$ cat config.mk
export PLATFORM = sky130hd
export DESIGN_NAME = kalman_gain_2x2
export DESIGN_NICKNAME = d
export VERILOG_FILES = /design/src/rtl/kalman_gain_2x2.sv
export SDC_FILE = /design/constraint.sdc
export NUM_CORES = 1
export LEC_CHECK = 0
export ABC_CLOCK_PERIOD_IN_PS = 9500
export CAP_MARGIN = 20
export CORE_MARGIN = 2
export CORE_UTILIZATION = 59
export CTS_CLUSTER_DIAMETER = 200
export DETAILED_ROUTE_END_ITERATION = 6
export PLACE_DENSITY_LB_ADDON = 0.1
export SLEW_MARGIN = 20
export SYNTH_ARGS = -nofsm -noshare
export SYNTH_HDL_FRONTEND = slang
export SYNTH_SLANG_ARGS = --single-unit
export TNS_END_PERCENT = 100
$ cat constraint.sdc
create_clock -name clk -period 9.5 [get_ports clk]
set_input_delay 0.95 -clock clk [delete_from_list [all_inputs] [get_ports clk]]
set_output_delay 0.95 -clock clk [all_outputs]
set_load 0.01 [all_outputs]
$ cat src/rtl/kalman_gain_2x2.sv
// kalman_gain_2x2: forms K = (P*H^T) * S^-1 for 2x2 fixed-point matrices using
// one shared signed multiply/accumulate, eight products per run.
// Optional build macro KGAIN_SATURATE_EN: clamp each element to the WIDTH range
// and expose a sticky sat_flag; otherwise elements wrap to their low WIDTH bits.
module kalman_gain_2x2 #(
    parameter int WIDTH = 16,
    parameter int FRAC  = 8
) (
    input  logic                        clk,
    input  logic                        rst,
    input  logic                        clk_en,
    input  logic                        startMul,
    input  logic [1:0][1:0][WIDTH-1:0]  A,
    input  logic [1:0][1:0][WIDTH-1:0]  B,
    output logic [1:0][1:0][WIDTH-1:0]  K,
    output logic                        busy,
`ifdef KGAIN_SATURATE_EN
    output logic                        endMul,
    output logic                        sat_flag
`else
    output logic                        endMul
`endif
);

    localparam logic [1:0] IDLE = 2'd0;
    localparam logic [1:0] RUN  = 2'd1;
    localparam logic [1:0] DONE = 2'd2;

    localparam int AW = 2 * WIDTH + 1;

    logic [1:0]                 state_q, state_d;
    logic [2:0]                 cnt_q, cnt_d;
    logic signed [AW-1:0]       acc_q, acc_d;
    logic [1:0][1:0][WIDTH-1:0] a_q, a_d, b_q, b_d, kb_q, kb_d, k_q, k_d;

    // Product operand selection: cnt walks K00, K01, K10, K11 with two terms each.
    logic ii, jj, kk;
    assign ii = cnt_q[2];
    assign jj = cnt_q[1];
    assign kk = cnt_q[0];

    logic signed [2*WIDTH-1:0] op_a, op_b, prod;
    logic signed [AW-1:0]      prod_x, sum;
    logic [WIDTH-1:0]          res;

    assign op_a   = $signed({{WIDTH{a_q[ii][kk][WIDTH-1]}}, a_q[ii][kk]});
    assign op_b   = $signed({{WIDTH{b_q[kk][jj][WIDTH-1]}}, b_q[kk][jj]});
    assign prod   = op_a * op_b;
    assign prod_x = $signed({prod[2*WIDTH-1], prod});
    assign sum    = acc_q + prod_x;

`ifdef KGAIN_SATURATE_EN
    localparam logic signed [AW-1:0] SMAX = {{(WIDTH+2){1'b0}}, {(WIDTH-1){1'b1}}};
    localparam logic signed [AW-1:0] SMIN = {{(WIDTH+2){1'b1}}, {(WIDTH-1){1'b0}}};
    logic signed [AW-1:0] shifted;
    logic                 clamp;
    logic                 sat_q, sat_d;
    assign shifted = sum >>> FRAC;
    assign clamp   = (shifted > SMAX) || (shifted < SMIN);
    assign res     = (shifted > SMAX) ? SMAX[WIDTH-1:0] :
                     (shifted < SMIN) ? SMIN[WIDTH-1:0] : shifted[WIDTH-1:0];
    assign sat_flag = sat_q;
`else
    // Wrap-around: keep only the low WIDTH bits of the rescaled sum.
    assign res = WIDTH'(sum >>> FRAC);
`endif

    // Next-state: sequencing, operand capture, accumulation and result buffering.
    always_comb begin
        state_d = state_q;
        cnt_d   = cnt_q;
        acc_d   = acc_q;
        a_d     = a_q;
        b_d     = b_q;
        kb_d    = kb_q;
        k_d     = k_q;
`ifdef KGAIN_SATURATE_EN
        sat_d   = sat_q;
`endif
        if (clk_en) begin
            case (state_q)
                IDLE: begin
                    if (startMul) begin
                        state_d = RUN;
                        cnt_d   = 3'd0;
                        acc_d   = '0;
                        a_d     = A;
                        b_d     = B;
`ifdef KGAIN_SATURATE_EN
                        sat_d   = 1'b0;
`endif
                    end
                end
                RUN: begin
                    cnt_d = cnt_q + 3'd1;
                    if (!cnt_q[0]) begin
                        acc_d = prod_x;
                    end else begin
                        kb_d[ii][jj] = res;
`ifdef KGAIN_SATURATE_EN
                        sat_d = sat_q | clamp;
`endif
                    end
                    // Last product: publish the whole matrix at once, K11 bypassing Kb.
                    if (cnt_q == 3'd7) begin
                        state_d   = DONE;
                        k_d       = kb_q;
                        k_d[1][1] = res;
                    end
                end
                DONE:    state_d = IDLE;
                default: state_d = IDLE;
            endcase
        end
    end

    // State registers with asynchronous reset.
    always_ff @(posedge clk or posedge rst) begin
        if (rst) begin
            state_q <= IDLE;
            cnt_q   <= '0;
            acc_q   <= '0;
            a_q     <= '0;
            b_q     <= '0;
            kb_q    <= '0;
            k_q     <= '0;
`ifdef KGAIN_SATURATE_EN
            sat_q   <= 1'b0;
`endif
        end else begin
            state_q <= state_d;
            cnt_q   <= cnt_d;
            acc_q   <= acc_d;
            a_q     <= a_d;
            b_q     <= b_d;
            kb_q    <= kb_d;
            k_q     <= k_d;
`ifdef KGAIN_SATURATE_EN
            sat_q   <= sat_d;
`endif
        end
    end

    assign K      = k_q;
    assign busy   = (state_q != IDLE);
    assign endMul = (state_q == DONE);

endmodule

# Word-level counts from Yosys, hierarchy flattened
# Index checks and enable logic that the tools add are counted.
# totals
register_bits,285
in_bits,132
output_inout_bits,66
elab_cells,65
# classes
n_addsub,2
mul,1
n_lt_le_gt_ge,5
n_eq_ne,6
n_mux,21
n_reduce_logical,11
# op_table
cell,count
32-bit 2-to-1 mux,5
16-bit 2-to-1 mux,5
64-bit bitwise mux,1
24-bit 2-to-1 mux,2
24-bit case mux with 2 select lines,1
32-bit demux with 1-bit select,1
24-bit adder,1
16-bit by 16-bit multiplier with 24-bit output,1
16-bit demux with 1-bit select,1
3-bit AND reduction,5
1-bit by 2-bit less-than comparator with 1-bit output (second input constant),3
2-bit != test (second input constant),3
3-bit case mux with 2 select lines,1
2-bit 2-to-1 mux,2
2-bit case mux with 2 select lines,1
4-bit AND reduction,1
2-bit nonzero test,2
3-bit by 1-bit adder with 3-bit output (second input constant),1
3-bit equality test (second input constant),1
3-bit 2-to-1 mux,1
2-bit by 1-bit equality test with 1-bit output (second input constant),1
2-bit equality test (second input constant),1
1-bit greater-or-equal comparator (second input constant),2
1-bit logical AND,2
2-bit logical NOT,1

# Logic depth before layout (Yosys ltp)
# logic_depth
ltp_word,7
depth_mapped,35
mapped_depth_nobuf,31

# Worst setup path before layout
# Ideal clock, no wire load.
# synth_path
path_kind,flip-flop to flip-flop
start,register cnt_q[2]
end,register kb_q[30] in the netlist's numbering
t_arrival_ps,8485
required_time_ps,9375
path_slack_ps,891
path_stages_with_launch,35
path_buffers,4
synth_period_minus_slack_ps,8609
cell_sequence,dfrtp_1 buf_2 buf_2 clkbuf_1 mux4_2 clkbuf_1 and2_1 fa_1 inv_1 fa_1 inv_1 ha_1 inv_1 fa_1 inv_1 fa_1 inv_1 fa_1 inv_1 ha_1 or4_1 o21ai_0 nand3b_1 o21ai_0 a2111oi_0 nor2_1 xor2_1 ha_1 nand2_1 inv_1 and3_1 a221o_1 a21o_1 a311o_1 mux2_2
# synth_between
elab_chain_cells,7
word_cells_on_any_way,12
cone_classes,1 x add/sub; 1 x mul; 2 x order compare; 7 x mux; 1 x reduce/logical
# synth_rtl
element,line_no,text
from (decl),32,"logic [2:0] cnt_q, cnt_d;"
from (signal assigned),132,cnt_q <= cnt_d;
32-bit 2-to-1 mux (implied by the code) (2 in series),46,"assign op_a = $signed({{WIDTH{a_q[ii][kk][WIDTH-1]}}, a_q[ii][kk]});"
16-bit 2-to-1 mux (implied by the code) (2 in series),46,
16-bit by 16-bit multiplier with 24-bit output,48,assign prod = op_a * op_b;
24-bit adder,50,assign sum = acc_q + prod_x;
64-bit bitwise mux *,99,kb_d[ii][jj] = res;
to (signal assigned),136,kb_q <= kb_d;
to (decl),34,"logic [1:0][1:0][WIDTH-1:0] a_q, a_d, b_q, b_d, kb_q, kb_d, k_q, k_d;"
# Mark *: on every way between the ends. The rest lies on a longest branch, timed or not. The select of a mux whose other input is x is not followed.
# A chain may end at the register's enable or synchronous reset.

# Worst setup path after layout
# layout_path
start,register cnt_q[1]
end,register kb_q[15] in the netlist's numbering
# layout_between
elab_chain_cells,7
word_cells_on_any_way,12
cone_classes,1 x add/sub; 1 x mul; 2 x order compare; 7 x mux; 1 x reduce/logical
# layout_rtl
element,line_no
branches (longest 6 deep; another with 16-bit by 16-bit multiplier with 24-bit output),-
64-bit bitwise mux *,99
# Every way passes the cells marked *. The select of a mux whose other input is x is not followed.

==> results.rst <==
.. list-table::
   :header-rows: 1

   * - Metric
     - Value
   * - Master cell of the clock root buffer
     - clkbuf_16
   * - Post-Synthesis Mean Instance Area
     - 11.5 um2
   * - Area share of xor/xnor cells in the synthesized design
     - 0.0268
   * - Via count of the first global-routing pass
     - 13.9k
   * - Maximum fanout along the worst path
     - 16
   * - Vert. Die Dim
     - 184 um
   * - Fraction of registers with async set/reset
     - 1.00
   * - Combinational family with the most area after synthesis
     - adder cells
   * - Total via count after detailed routing
     - 12.6k
   * - Data required time of the critical path
     - 9.95 ns
   * - Clock-pin slew on the worst setup and hold paths
     - 0.06 ns
   * - Number of enable-type register cells in the synthesized netlist
     - 0
   * - Die Wd
     - 184 um
   * - Count of unresolved DRC violations after routing
     - 0
   * - Worst min-delay path category
     - reg -> reg
   * - CTS max path bufs
     - 3
   * - Remaining antenna violation count
     - 0
   * - Detailed-route wire length per cell
     - 18.8 um
   * - Detail-routed via count per cell
     - 5.47
   * - Total of endpoints with negative setup slack in the final report
     - 0
   * - Starting density of the core
     - 0.594
   * - Instance count of the mapped netlist
     - 1,669
   * - Sequential area share after synthesis
     - 0.351
   * - Max stage delay on crit path
     - 0.77 ns
   * - Endpoint kind of the worst setup timing path
     - flip-flop
   * - Post-Syn Nets
     - 2,086
   * - Main flop type after synthesis
     - dfrtp_1
   * - Starting DRC count in detailed routing
     - 626
   * - Count of standard-cell rows
     - 66
   * - CP startpoint kind
     - flip-flop
   * - Std-Cell Core Area
     - 32,300 um2
   * - Run status
     - finished, final reports clean
   * - Wire length of the first global-routing pass
     - 72,200 um
   * - Setup slack on the worst flop-to-flop path
     - 0.78 ns
   * - Detailed-placement wirelength estimate
     - 32,800 um
   * - Synth Warn #
     - 0
   * - GRT overflow
     - 0
   * - Count of instances resized after the clock tree is built
     - 0
   * - Flops & latches, synth
     - 269
   * - DRT Pass-1 Iters
     - 5
   * - Endpoints failing hold
     - 0
   * - Highest-count cells in the layout ignoring fill and taps
     - dfrtp_1 (268), inv_1 (263), mux2_2 (214)
   * - Area of the mapped netlist
     - 19,200 um2
   * - Critical-path top delay cell
     - mux4_2
   * - Number of buffers inserted during clock tree synthesis
     - 30
   * - Share of synthesized cell area in and, or, nand and nor gates
     - 0.0886
   * - Clk sinks
     - 269
   * - GRT Total Usage
     - 0.273
   * - Final worst path period share
     - 0.918
   * - Share of cells above drive strength 1
     - 0.172
   * - Commonest non-fill, non-tap cell in the layout
     - dfrtp_1
   * - CP dominant cell by count
     - fa_1
   * - Max-slew violation count
     - 0
   * - Post-synth cell types
     - 51
   * - Number of inserted diodes
     - 0
   * - Clock latency of the later-clocked register in the worst-skew pair
     - 0.57 ns
   * - Max-slew headroom at the worst pin
     - 0.372
   * - Nets
     - 2,263
   * - RSZ-0062 raised after global routing
     - false
   * - Worst-Margin Slew
     - 0.943 ns
   * - Most area-hungry cell type in the Yosys netlist
     - dfrtp_1
   * - Total wire length after detailed routing
     - 43,400 um
   * - Die Outline Area
     - 34,000 um2
   * - Multiplexer area fraction after synthesis
     - 0.163
   * - Timing-limited maximum frequency
     - 115 MHz
   * - Max-cap violation count
     - 0
   * - Clock tree from TritonCTS
     - built
   * - Setup Skew
     - 0.0288 ns
   * - Arithmetic-cell share of the synthesized area counting full adders, half adders and majority gates
     - 0.259
   * - Post CTS Setup Buffer Count
     - 0
   * - Number of port buffers
     - 197
   * - Largest net degree at the start of global routing
     - 133
   * - Crit path DAT
     - 9.17 ns
   * - Worst Setup Path Type
     - reg -> reg
   * - Total Negative Setup Slacks
     - 0 ns
   * - Area fraction of the dominant cell type after synthesis
     - 0.351
   * - Final GP Congestion
     - 0.870
   * - Number of buffers added to fix hold violations after cts
     - 0
   * - Area added between synthesis and finish
     - 18.0%
   * - Number of antenna violations at the first check in global routing
     - 0
   * - Post-layout min period
     - 8.72 ns
   * - IO Count
     - 198
   * - Biggest area contributors in the synthesized netlist
     - dfrtp_1 (35%), fa_1 (20%), mux2_2 (13%)
   * - Worst Hold Slack
     - 0.475 ns
   * - H-tree depth
     - 1
   * - Synth Area in Compound Gates
     - 0.0452
[final timing paths]
kind | from | to | cells past startpoint
max in group asynchronous | rst | a_q[56] | 3
min | kb_q[18] | kb_q[18] | 2
max reg2reg | cnt_q[1] | kb_q[15] | 29
min in group asynchronous | rst | a_q[62] | 2
min reg2reg | kb_q[18] | kb_q[18] | 2
max | cnt_q[1] | kb_q[15] | 29
[Yosys cell counts, drive strengths merged, types with 2 or more instances]
| cell type | number |
|---|---|
| o211ai | 2 |
| nand2 | 188 |
| fa | 187 |
| ha | 98 |
| xor2 | 13 |
| mux4 | 32 |
| and3 | 4 |
| o31ai | 4 |
| or3 | 2 |
| nor2b | 9 |
| and2 | 113 |
| a211oi | 4 |
| clkbuf | 56 |
| or4 | 2 |
| xnor3 | 3 |
| inv | 264 |
| mux2 | 214 |
| o21ai | 26 |
| nor2 | 23 |
| nor3 | 2 |
| o21a | 7 |
| dfrtp | 269 |
| o21bai | 5 |
| xnor2 | 38 |
| a2111oi | 2 |
| nand2b | 5 |
| a31oi | 3 |
| buf | 15 |
| nor4 | 2 |
| a21oi | 27 |
| a21o | 8 |
| a22o | 26 |
| nand3 | 3 |
[cells by family (layout without fill, tap and decap cells)]
logic type | count (synthesis) | count (layout)
AOI/OAI and AO/OA | 124 | 124
and+or+nand+nor | 356 | 356
DFF | 269 | 269
adders and majority gates | 285 | 285
xor gates and xnor gates | 54 | 54
muxes | 246 | 246
buffers and inverters | 335 | 533
[through the flow]
step                 util  setup WS [ns]  instances  area (um2)
floorplan               -          0.891       1669       19200
global placement    0.669          0.736       2256       21600
detailed placement  0.669          0.582       2256       21600
CTS                 0.701          0.530       2309       22600
global route        0.701          0.123       2309       22600
finish              0.701          0.778       2309       22600
[sequential cells by signal (all words and copies together), names as in the netlist]
name     count
K           64
a_q         64
acc_q       24
b_q         64
cnt_q        3
kb_q        48
state_q      2
[final cells by class]
cell class | instances | area, um2
multi-input cells | 1065 | 11200
fillers | 2371 | 9660
flip-flops and latches | 269 | 6730
repair buffers | 216 | 2130
inverters | 264 | 998
clock buffers | 42 | 836
well taps | 442 | 553
clock inverters | 11 | 190
[critical path, delay by kind of cell (launching register included)]
kind,cells,cell delay (ns)
adders and majority gates,8,3.53
AOI/OAI and AO/OA,7,1.88
muxes,2,1.08
DFF,1,0.73
and+or+nand+nor,4,0.53
buffers and inverters,6,0.44
xor gates and xnor gates,2,0.38
[metal layers]
metal  part of all wire  up-vias  GRT usage
met3              0.055       86     0.0464
met2               0.48      334      0.443
met5                  0        -          0
met4              0.035        0     0.0954
li1                   -     5715          -
met1               0.43     6486      0.376
Power is left out: the tool's default activity adds up to more than one toggle a clock period on the data nets, which glitch-free logic cannot reach.
==> RTL edit 1, RTL diff (same settings) <==
The option `KGAIN_SATURATE_EN` is turned on by a define.
--- a/src/rtl/kalman_gain_2x2.sv
+++ b/src/rtl/kalman_gain_2x2.sv
@@ -2,6 +2,8 @@
 // one shared signed multiply/accumulate, eight products per run.
 // Optional build macro KGAIN_SATURATE_EN: clamp each element to the WIDTH range
 // and expose a sticky sat_flag; otherwise elements wrap to their low WIDTH bits.
+`define KGAIN_SATURATE_EN
+
 module kalman_gain_2x2 #(
     parameter int WIDTH = 16,
     parameter int FRAC  = 8
Behaviour (old outputs only; new: sat_flag): no difference found for any inputs over 4 cycles, from zero or initial values and one cycle with rst high; that may be too few to reach the edited logic, so the function may still have changed.
==> RTL edit 1 against the original RTL <==
- sequential share of layout area fell by 5.5 points
- sequential cell count rose by 9
- synthesized area rose by 20%
- worst setup slack got worse by 630 ps
- core utilization rose by 4.4 points
- critical endpoint is now kb_q[2]
- synthesized cell count rose by 34%
- critical path depth rose by 7
- cell area rose by 27%
- critical path type unchanged
- routed wire length rose by 38%
Power is left out: the tool's default activity adds up to more than one toggle a clock period on the data nets, which glitch-free logic cannot reach.
==> RTL edit 1: results (changes against the original RTL) <==
Layout:
- The area share of buffers outside the clock network was 12.9% (+3.5 points).
- The multi-input logic cell count is 1539 (+45%).
- The post-layout net count came to 3066 (+35%).
- The final-layout clock buffer total is 43 (+2.4%).
- The utilization after layout is 74.4% (+4.4 points).
- The flip-flop and latch area is 0.00696 mm^2 (+3.4%).
- The proportion of cell area occupied by multi-input gates came to 52.9% (+3.4 points).
- The clock network area share is 3.54% (-0.99 points).
- The fraction of final layout cells with drive strength greater than 1 was 21.6% (+4.4 points).
- The layout filler cell count is 2831 (+19%).
- The non-clock buffer count in the final layout is 392 (+81%).
- The number of ordinary inverters in the final layout is 314 (+19%).

Worst setup path:
- The most critical setup path has its endpoint at kb_q[2].
- The register-to-register setup slack is 140 ps (-630 ps).
- The worst reg-to-reg path cell count is 36 (+24%).
- The highest net fanout along the worst path was 8 (-8).
- The first element of the critical path is cnt_q[2].
- The largest incremental delay on the critical path came to 630 ps (-140 ps).
- The arrival time reported for the critical path endpoint is 9830 ps (+660 ps).

Routing:
- The average via count per standard cell is 5.65 (+3.3%).
- The wire length on met3 was 2660 um (+12%).
- The number of search-and-repair iterations in the first detailed-routing pass was 6 (+1).
- The initial detailed-routing violation count came to 811 (+30%).
- The via total after detailed routing was 17500 (+39%).
- The post-detailed-route wirelength per cell is 19.4 um (+3.1%).
- The routed length on met2 is 30500 um (+48%).
- The detailed-route wire length on metal 1 is 24100 um (+28%).

Min path:
- The path with the worst hold slack has its endpoint at K[23].
- In this run the most critical hold path is launched from K[23].

CTS:
- The clock net sink count is 278 (+3.3%).
- The clock latency on the worst-skew pair is 590 ps (+20 ps).
- The root buffer selected by CTS is clkbuf_16.

Global route:
- The met2 demand-to-capacity share in global routing is 52.7% (+8.4 points).
- The fraction of met1 tracks used by global routing was 37.6% (about the same).
- The first-pass GRT wire length is 97300 um (+35%).
- The overall routing resource usage is 29.9% (+2.6 points).
- The met3 demand-to-capacity share in global routing was 3.61% (-1.0 points).
- The via count of the first global-routing pass is 18700 (+34%).
- The number of antenna violations at the first check in global routing is 0 (unchanged).
- The maximum number of pins on one net before global-route repair is 121 (-9.0%).

STA:
- The final-layout worst hold slack is 472 ps (-2.81 ps).
- The actual slew at the worst max-slew pin was 967 ps (+24.3 ps).
- The worst clock skew is 17.9 ps (-10.9 ps).

Place:
- The post-detailed-placement cell area is 0.0263 mm^2 (+22%).
- The number of placed cells counting well taps was 2981 (+32%).
- The count of buffers from port buffering is 198 (+0.51%).
- The final weighted congestion in routability-driven placement was 0.917 (+5.5%).
- The pre-CTS setup slack is -269 ps (-851 ps).

Synth:
- The number of different library cells in the post-synthesis netlist is 67 (+31%).
- Sorting the synthesized cells by how often they occur yields nand2_1, inv_1, dfrtp_1.
- The average size of a mapped cell is 10.3 um^2 (-10%).
- The total nets after synthesis was 2745 (+32%).
- The share of async-settable or async-resettable flops after synthesis came to 100% (unchanged).

Outcome:
- The run finished with clean final reports.

Floorplanning:
- The row count is 72 (+9.1%).
==> RTL edit 1: changes by cell type in the layout (fill, tap and decap cells not counted), sizes merged, moves of 52 or more <==
cell   change
inv       +52
buf      +172
nor2      +81
nand2    +133
mux2      -64
fa        +75
and2      -62
==> RTL edit 1: timing repair <==
action / 4_1_cts / 5_1_grt
gates resized for setup: 18 / 185
endpoints found under the setup margin: 61 / 61
buffers inserted: 4 / 50
pin swaps: 0 / 86
cloned: 1 / 6
==> RTL edit 1: kinds of logic (layout without fill, tap and decap cells) <==
logic type,after synthesis,count (layout),synth area share (%)
compound gates,338,338,10.8
xor+xnor,55,55,2.09
fa+ha+maj,378,378,29.1
buf+inv,418,762,6.94
flops,278,278,30.2
mux,184,184,9.59
simple gates,584,584,11.3
==> RTL edit 2, RTL diff (same flow settings) <==
Made on the original files. Reset style: synchronous (`rst`), changed in one clocked block. Comments in the files are not updated.
--- a/src/rtl/kalman_gain_2x2.sv
+++ b/src/rtl/kalman_gain_2x2.sv
@@ -115,7 +115,7 @@
     end
 
     // State registers with asynchronous reset.
-    always_ff @(posedge clk or posedge rst) begin
+    always_ff @(posedge clk) begin
         if (rst) begin
             state_q <= IDLE;
             cnt_q   <= '0;
Check against the original RTL: differs if rst is asserted again (counterexample within 4 cycles, from zero or initial values and one cycle with rst high); with rst held inactive, the same outputs for 4 cycles.
==> RTL edit 2 against the original RTL <==
- worst setup slack worse by 23 ps
- via count up 20%
- global-route usage up 2.3 points
- cell area down 4.3%
- maximum frequency down 0.26%
- routed wire length up 11%
- synthesized area down 3.5%
- sequential cell count unchanged
- critical path type unchanged
Power is left out: it rests on default switching activity, and per cell area and clock period it moved more than threefold.
==> RTL edit 2: results (changes against the original RTL) <==
Outcome:
- The flow ran to the end, and the final reports show no timing, DRC or antenna violations.

Routing:
- The post-detailed-route wirelength per cell came to 17.6 um (-6.3%).
- The routed length on met2 is 21500 um (+4.1%).
- The detailed-route wire length on metal 1 is 21500 um (+15%).
- In this run the top signal layer used is met5.
- The wire length on met3 is 3910 um (+64%).
- The average via count per standard cell came to 5.54 (+1.4%).
- The routed wire length is 47900 um (+11%).
- The number of search-and-repair iterations in the first detailed-routing pass is 6 (+1).
- The initial detailed-routing violation count is 1185 (+89%).

Global route:
- The number of antenna violations at the first check in global routing is 5 (+5).
- The first-pass GRT wire length is 78100 um (+8.2%).
- The maximum number of pins on one net before global-route repair was 166 (+25%).
- The met3 demand-to-capacity share in global routing is 6.01% (+1.4 points).
- The fraction of met1 tracks used by global routing came to 43.2% (+5.6 points).
- The met2 demand-to-capacity share in global routing is 45.9% (+1.5 points).
- The overall routing resource usage is 29.7% (+2.3 points).

CTS:
- The root buffer selected by CTS is clkbuf_16.
- The number of H-tree levels is 1 (unchanged).
- The buffer depth of the longest clock path is 3 (unchanged).
- The buffer count from post-CTS setup fixing came to 0 (unchanged).

Layout:
- The fraction of final layout cells with drive strength greater than 1 came to 4.86% (-12 points).
- The post-layout net count came to 2719 (+20%).
- The layout filler cell count was 2502 (+5.5%).

Synth:
- The xor and xnor area share after synthesis is 2.72% (+0.042 points).
- The mux share of post-synthesis cell area is 3.95% (-12 points).
- The share of async-settable or async-resettable flops after synthesis was 0% (-100 points).
- The largest total area in the synthesized netlist belongs to dfxtp_1.
- The adder and majority cell fraction of the synthesized area came to 26.8% (+0.93 points).
- The synthesized instance count is 2181 (+31%).
- Yosys attributes the largest share of cell area to dfxtp_1, fa_1, nand2_1, a21oi_1, ha_1.
- The total nets after synthesis is 2598 (+25%).
- The register area share after synthesis is 29.1% (-6.0 points).
- Ranked by instance count, the synthesized netlist is headed by nand2_1, dfxtp_1, inv_1.
- The share of the synthesized area in compound gates (AO/OA/AOI/OAI) is 10.8% (+6.2 points).
- The number of different library cells in the post-synthesis netlist came to 55 (+7.8%).

Place:
- The final weighted congestion in routability-driven placement is 0.886 (+1.9%).
- The count of buffers from port buffering is 197 (unchanged).
- The post-DP HPWL is 36300 um (+11%).
- The post-detailed-placement cell area is 0.0207 mm^2 (-4.4%).
- The pre-CTS setup slack is 748 ps (+166 ps).

STA:
- The final-layout worst hold slack is 452 ps (-22.4 ps).
- The worst clock skew is 15.5 ps (-13.3 ps).
- The worst slew margin relative to its limit is 29.6% (-7.6 points).
- The highest attainable clock frequency is 0.114 GHz (-0.26%).

Min path:
- The end of the worst hold path is a_q[43].
- The worst hold path begins at a_q[43].

Worst setup path:
- The register-to-register setup slack is 760 ps (-20 ps).
- The worst reg-to-reg path cell count was 30 (+3.4%).
- The arrival time reported for the critical path endpoint is 9150 ps (-20 ps).
- The top cell family by delay on the critical path is adder cells.
- The startpoint identified for the worst register-to-register timing path is cnt_q[0].
- The largest incremental delay on the critical path is 720 ps (-50 ps).
- The end of the worst register-to-register path is kb_q[31].
-- RTL edit 2: cell count changes after synthesis, moves of 10 or more --
cell,delta
dfxtp_1,+269
nor2_1,+34
a211oi_1,+10
clkbuf_1,+63
a21oi_1,+227
a22o_1,-26
o21ai_0,-13
dfrtp_1,-269
a22oi_1,+20
mux2_2,-213
nand2_1,+390
-- RTL edit 2: area by class of cell --
cell class	count	area (um^2)	share of cell area, %
Antenna cell	3	7.51	0.0347
Multi-Input combinational cell	1530	11700	54.1
Inverter	259	972	4.49
Timing Repair Buffer	212	2100	9.69
Tap cell	396	495	2.29
Sequential cell	269	5390	24.9
Clock inverter	9	87.6	0.404
Clock buffer	45	887	4.10
-- RTL edit 2: worst reg2reg max path: cells and delay by family, from the launching register on --
| family | cells | cell delay [ps] |
|---|---|---|
| fa+ha+maj | 8 | 3710 |
| buf+inv | 4 | 480 |
| simple gates | 6 | 630 |
| compound gates | 9 | 1860 |
| mux | 1 | 730 |
| xor+xnor | 2 | 540 |
| flops | 1 | 660 |
